File: src/rtl/sort_pkg.sv
// Shared sorter package: word width, slot indices and the loader state enum.
// Used by the frame loader, the 4:1 selector and the sorter core.
package sort_pkg;
    localparam int DATA_W    = 16;
    localparam int NUM_SLOTS = 4;

    localparam logic [1:0] SLOT_A = 2'd0;
    localparam logic [1:0] SLOT_B = 2'd1;
    localparam logic [1:0] SLOT_C = 2'd2;
    localparam logic [1:0] SLOT_D = 2'd3;

    typedef enum logic {
        FILL = 1'b0,
        FULL = 1'b1
    } state_t;
endpackage

File: src/rtl/sort_frame_loader_if.sv
// Word stream in, four-slot frame out. in_last exists only with SORT_FRAME_FLUSH_EN.
// master = word source / frame consumer, slave = loader.
interface sort_frame_loader_if #(parameter int DATA_W = sort_pkg::DATA_W);
    logic              in_valid;
    logic              in_ready;
    logic [DATA_W-1:0] in_data;
`ifdef SORT_FRAME_FLUSH_EN
    logic              in_last;
`endif
    logic              frame_valid;
    logic              frame_ready;
    logic [DATA_W-1:0] a;
    logic [DATA_W-1:0] b;
    logic [DATA_W-1:0] c;
    logic [DATA_W-1:0] d;
    logic [1:0]        wr_ptr;

    modport master (
        output in_valid, in_data, frame_ready,
`ifdef SORT_FRAME_FLUSH_EN
        output in_last,
`endif
        input  in_ready, frame_valid, a, b, c, d, wr_ptr
    );

    modport slave (
        input  in_valid, in_data, frame_ready,
`ifdef SORT_FRAME_FLUSH_EN
        input  in_last,
`endif
        output in_ready, frame_valid, a, b, c, d, wr_ptr
    );
endinterface

File: src/rtl/sort_frame_loader_slot_reg.sv
// One frame slot: DATA_W register with write-enable and synchronous clear.
module slot_reg #(
    parameter int DATA_W = 16
) (
    input  logic              clk,
    input  logic              rst,
    input  logic              i_we,
    input  logic              i_clr,
    input  logic [DATA_W-1:0] i_d,
    output logic [DATA_W-1:0] o_q
);
    logic [DATA_W-1:0] r_q;

    always_ff @(posedge clk) begin
        if (rst || i_clr) r_q <= '0;
        else if (i_we)    r_q <= i_d;
    end

    assign o_q = r_q;
endmodule

File: src/rtl/sort_frame_loader.sv
// Steers a word stream into slots a..d and hands the full frame to the sorter core.
// Optional short-frame flush (zero-fill of upper slots) via SORT_FRAME_FLUSH_EN.
module sort_frame_loader #(
    parameter int DATA_W = sort_pkg::DATA_W
) (
    input  logic               clk,
    input  logic               rst,
    sort_frame_loader_if.slave bus
);
    import sort_pkg::*;

    state_t                             r_state, w_state_nxt;
    logic [1:0]                         r_wr_ptr, w_ptr_nxt;
    logic                               w_acc;
    logic                               w_last;
    logic [NUM_SLOTS-1:0]               w_we;
    logic [NUM_SLOTS-1:0]               w_clr;
    logic [NUM_SLOTS-1:0][DATA_W-1:0]   w_q;

    assign w_acc = bus.in_valid && (r_state == FILL);

`ifdef SORT_FRAME_FLUSH_EN
    // in_last on slot d is just a normal fourth word
    assign w_last = w_acc && bus.in_last && (r_wr_ptr != SLOT_D);
`else
    assign w_last = 1'b0;
`endif

    always_comb begin
        w_state_nxt = r_state;
        w_ptr_nxt   = r_wr_ptr;
        w_we        = '0;
        w_clr       = '0;
        case (r_state)
            FILL: begin
                if (w_acc) begin
                    w_we[r_wr_ptr] = 1'b1;
                    for (int i = 0; i < NUM_SLOTS; i++)
                        if (w_last && (2'(i) > r_wr_ptr)) w_clr[i] = 1'b1;
                    if (r_wr_ptr == SLOT_D || w_last) begin
                        w_state_nxt = FULL;
                        w_ptr_nxt   = SLOT_A;
                    end else begin
                        w_ptr_nxt   = r_wr_ptr + 2'd1;
                    end
                end
            end
            FULL: begin
                if (bus.frame_ready) w_state_nxt = FILL;
            end
            default: w_state_nxt = FILL;
        endcase
    end

    always_ff @(posedge clk) begin
        if (rst) begin
            r_state  <= FILL;
            r_wr_ptr <= SLOT_A;
        end else begin
            r_state  <= w_state_nxt;
            r_wr_ptr <= w_ptr_nxt;
        end
    end

    for (genvar g = 0; g < NUM_SLOTS; g++) begin : g_slot
        slot_reg #(.DATA_W(DATA_W)) u_slot (
            .clk   (clk),
            .rst   (rst),
            .i_we  (w_we[g]),
            .i_clr (w_clr[g]),
            .i_d   (bus.in_data),
            .o_q   (w_q[g])
        );
    end

    // handshake outputs decode state only, so frame_ready never reaches in_ready
    assign bus.in_ready    = (r_state == FILL);
    assign bus.frame_valid = (r_state == FULL);
    assign bus.a           = w_q[SLOT_A];
    assign bus.b           = w_q[SLOT_B];
    assign bus.c           = w_q[SLOT_C];
    assign bus.d           = w_q[SLOT_D];
    assign bus.wr_ptr      = r_wr_ptr;
endmodule
File: src/flat_wrapper.sv
// flat-port wrapper written by rule: the top's interface ports become plain ports
module sort_frame_loader_flat import sort_pkg::*;
#(
    parameter int DATA_W = sort_pkg::DATA_W
)
  (clk, rst, bus_in_valid, bus_in_data, bus_frame_ready, bus_in_ready, bus_frame_valid, bus_a, bus_b, bus_c, bus_d, bus_wr_ptr);
  sort_frame_loader_if #(.DATA_W(DATA_W)) bus_i ();
  input  logic clk;
  input  logic rst;
  input wire logic [$bits(bus_i.in_valid)-1:0] bus_in_valid;
  input wire logic [$bits(bus_i.in_data)-1:0] bus_in_data;
  input wire logic [$bits(bus_i.frame_ready)-1:0] bus_frame_ready;
  output wire logic [$bits(bus_i.in_ready)-1:0] bus_in_ready;
  output wire logic [$bits(bus_i.frame_valid)-1:0] bus_frame_valid;
  output wire logic [$bits(bus_i.a)-1:0] bus_a;
  output wire logic [$bits(bus_i.b)-1:0] bus_b;
  output wire logic [$bits(bus_i.c)-1:0] bus_c;
  output wire logic [$bits(bus_i.d)-1:0] bus_d;
  output wire logic [$bits(bus_i.wr_ptr)-1:0] bus_wr_ptr;
  assign bus_i.in_valid = bus_in_valid;
  assign bus_i.in_data = bus_in_data;
  assign bus_i.frame_ready = bus_frame_ready;
  assign bus_in_ready = bus_i.in_ready;
  assign bus_frame_valid = bus_i.frame_valid;
  assign bus_a = bus_i.a;
  assign bus_b = bus_i.b;
  assign bus_c = bus_i.c;
  assign bus_d = bus_i.d;
  assign bus_wr_ptr = bus_i.wr_ptr;
  sort_frame_loader #(.DATA_W(DATA_W)) u_core (.clk(clk), .rst(rst), .bus(bus_i));
endmodule
File: config.mk
export PLATFORM = sky130hd
export DESIGN_NAME = sort_frame_loader_flat
export DESIGN_NICKNAME = d
export VERILOG_FILES = /design/src/rtl/sort_pkg.sv /design/src/rtl/sort_frame_loader_if.sv /design/src/rtl/sort_frame_loader_slot_reg.sv /design/src/rtl/sort_frame_loader.sv /design/src/flat_wrapper.sv
export SDC_FILE = /design/constraint.sdc
export NUM_CORES = 1
export LEC_CHECK = 0
export ABC_AREA = 1
export ABC_CLOCK_PERIOD_IN_PS = 1300
export BUFFER_PORTS_ARGS = -buffer_cell sky130_fd_sc_hd__clkbuf_2
export CAP_MARGIN = 40
export CELL_PAD_IN_SITES_DETAIL_PLACEMENT = 1
export CELL_PAD_IN_SITES_GLOBAL_PLACEMENT = 2
export CORE_ASPECT_RATIO = 1.1
export CORE_UTILIZATION = 26
export DETAILED_ROUTE_END_ITERATION = 16
export PLACE_DENSITY_LB_ADDON = 0.08
export SLEW_MARGIN = 25
export SYNTH_ARGS = -nofsm -noshare
export SYNTH_HDL_FRONTEND = slang
export SYNTH_SLANG_ARGS = --single-unit
File: constraint.sdc
create_clock -name clk -period 1.3 [get_ports clk]
set_input_delay 0.26 -clock clk [delete_from_list [all_inputs] [get_ports clk]]
set_output_delay 0.26 -clock clk [all_outputs]
set_load 0.02 [all_outputs]
==> flow_metrics.tcl <==
set metrics [dict create \
    setup_viol 0 \
    antenna_found_initial 0 \
    num_vias 2694 \
    synth-seq-cells 67 \
    fin_cells 665 \
    area_growth_pct 37.5 \
    rsz0062_at_grt "true" \
    path_class "reg -> reg" \
    whs_ns 0.130 \
    drv_slew 0 \
    die_h_um 110 \
    drtPass1Iterations 4 \
    die_w_um 100 \
    syn-cell-area_um2 2770 \
    finalSetupTns_ns 0 \
    postRouteAntennaNets 0 \
    gp_congestion 0.663 \
    clkTransAtPathRegs_ns 0.05 \
    drc 0 \
    placed_cells_incl_taps 649 \
    nets 546 \
    synth_area_leader_cell "dfxtp_1" \
    cp.required_ns 1.51 \
    synth.net_count 454 \
    crit_arrival_ns 1.45 \
    wl_per_cell_um 13.0 \
    yosysSeqAreaShare_pct 48.4 \
    max_cap_violations 0 \
    post_cts_buffers 0 \
    grt_max_degree 39 \
    drt_iter0_drc 34 \
    leakagePower_nw 2.17 \
    cts.sinks 67 \
    rrSetupSlack_ns 0.07 \
    core_um2 10400 \
    powerDensity_nw_per_um2 1370 \
    worst_slew_pin_slew_ns 0.218 \
    final_common_cell "nand2_1" \
    antenna_cells 0 \
    hold_viol_final 0 \
    num_io_pins 88 \
    first_global_vias 2586 \
    postSynthAreaPerCell_um2 6.44 \
    num_rows 39 \
    fin_crit_sh_pct 94.9 \
    overflow 0 \
    ir_drop_v 0.000666 \
    critPathMaxFanout 8 \
    port_buffers 87 \
    drive_above_1_share_pct 24.1 \
    h-tree-depth 3 \
    synth.distinct_cells 12 \
    initial_core_util_pct 26.7 \
    via_per_inst 4.05 \
    die_area_um2 11100 \
    mostFrequentLayoutCells "nand2_1, nor2_1, clkbuf_2, inv_1, dfxtp_1" \
    cts_tree "done" \
    grt_usage_pct 14.5 \
    worstSetupStartpointType "register" \
    holdPathEnd "u_core.bus.wr_ptr[0]" \
    finClkSkew_ns 0.00424 \
    min_from "rst" \
    fillerInstances 1359 \
    fmax_mhz 811 \
    reg2regPathDepth 6 \
    holdCritPathClass "in -> reg" \
    cts.hold.buffers_added 0 \
    dpl.hpwl_um 5370 \
    syn_inst 430 \
    cts_resized 0 \
    hold_depth 2 \
    yosysTopAreaCellShare_pct 48.4 \
    r2r-start "u_core.bus.wr_ptr[1]" \
    yosysWarnings 0 \
    status "finished clean" \
    synth_area_leaders "dfxtp_1, nor2_1, nand2_1" \
    cts_inserted_buffers 9 \
    clock-root-buffer "clkbuf_16" \
    wirelength_um 8670 \
    min_period_ns 1.23 \
    critPathCaptureType "register" \
    cts_buffer_depth 2 \
    max_slew_margin_pct 85.5 \
    grt_pass1_wl_um 12200 \
    clk_latency_ns 0.32 \
    r2r_end "u_core.g_slot[1].u_slot.o_q[0]" \
]
[worst max-delay path: stages (launching register included)]
cell	delay [ns]
dfxtp_2	0.35
inv_2	0.07
ha_2	0.18
nand3_4	0.14
clkbuf_16	0.22
nor2_1	0.10
nor2_1	0.05
[logic make-up after synthesis]
group                    share of synthesized area, %
adder cells (fa/ha/maj)                          1.81
AND/OR/NAND/NOR                                  36.6
buffers and inverters                            12.6
AO/OA/AOI/OAI                                   0.542
flip-flops                                       48.4
[flip-flops by register name (all words and copies together), names as in the netlist]
| signal | cells |
|---|---|
| u_core.g_slot.u_slot.o_q | 64 |
| u_core.bus.wr_ptr | 2 |
| u_core.bus.frame_valid | 1 |
[routing by layer]
layer	vias to the layer above	GRT usage, %	part of all wire [%]
met3	9	3.91	4.3
met1	1226	17.5	47
li1	1402	-	-
met2	57	24.5	47
met4	0	5.90	1.5
met5	-	0	0
[synthesized netlist by cell type]
cell      count
nor2_1      132
nand2_1     131
inv_1        69
dfxtp_1      67
buf_2        16
ha_1          4
nand3_1       4
a21oi_1       2
clkbuf_1      2
buf_1         1
o21ai_0       1
or2_2         1
[worst max-delay path by stage]
stage / slack [ns] / depth (start not counted) / from / endpoint
floorplan: 0.02 / 6 / u_core.bus.frame_valid / u_core.g_slot[3].u_slot.o_q[11]
global placement: 0.08 / 7 / u_core.bus.wr_ptr[1] / u_core.g_slot[1].u_slot.o_q[1]
detailed placement: 0.03 / 7 / u_core.bus.wr_ptr[1] / u_core.g_slot[1].u_slot.o_q[10]
CTS: 0.009 / 2 / u_core.bus.frame_valid / bus_in_ready
global route: -0.02 / 6 / u_core.bus.wr_ptr[0] / u_core.g_slot[2].u_slot.o_q[7]
finish: 0.07 / 6 / u_core.bus.wr_ptr[1] / u_core.g_slot[1].u_slot.o_q[0]
[final cells by class]
| class | instances | area, um^2 | share of cell area (%) |
|---|---|---|---|
| Inverter | 69 | 262 | 6.87 |
| Sequential cell | 67 | 1350 | 35.3 |
| Tap cell | 143 | 179 | 4.70 |
| Multi-Input combinational cell | 275 | 1120 | 29.5 |
| Clock buffer | 10 | 239 | 6.27 |
| Timing Repair Buffer | 100 | 654 | 17.2 |
| Clock inverter | 1 | 5.00 | 0.131 |
[metrics by stage]
stage          setup WS (ns)  instance area, um^2  util [%]  power [mW]
2_1_floorplan         0.0220                 2770         -        2.77
3_3_place_gp          0.0785                 3410      32.8        3.06
3_5_place_dp          0.0288                 3410      32.8        3.08
4_1_cts              0.00879                 3650      35.1        5.23
5_1_grt              -0.0171                 3810      36.6        5.48
6_report              0.0666                 3810      36.6        5.22
[power breakdown]
group          switching (mW)  internal, mW
clock network           0.833          1.28
registers              0.0708          2.19
logic                   0.551         0.299
Note: power is estimated with default switching activity, not from simulation.
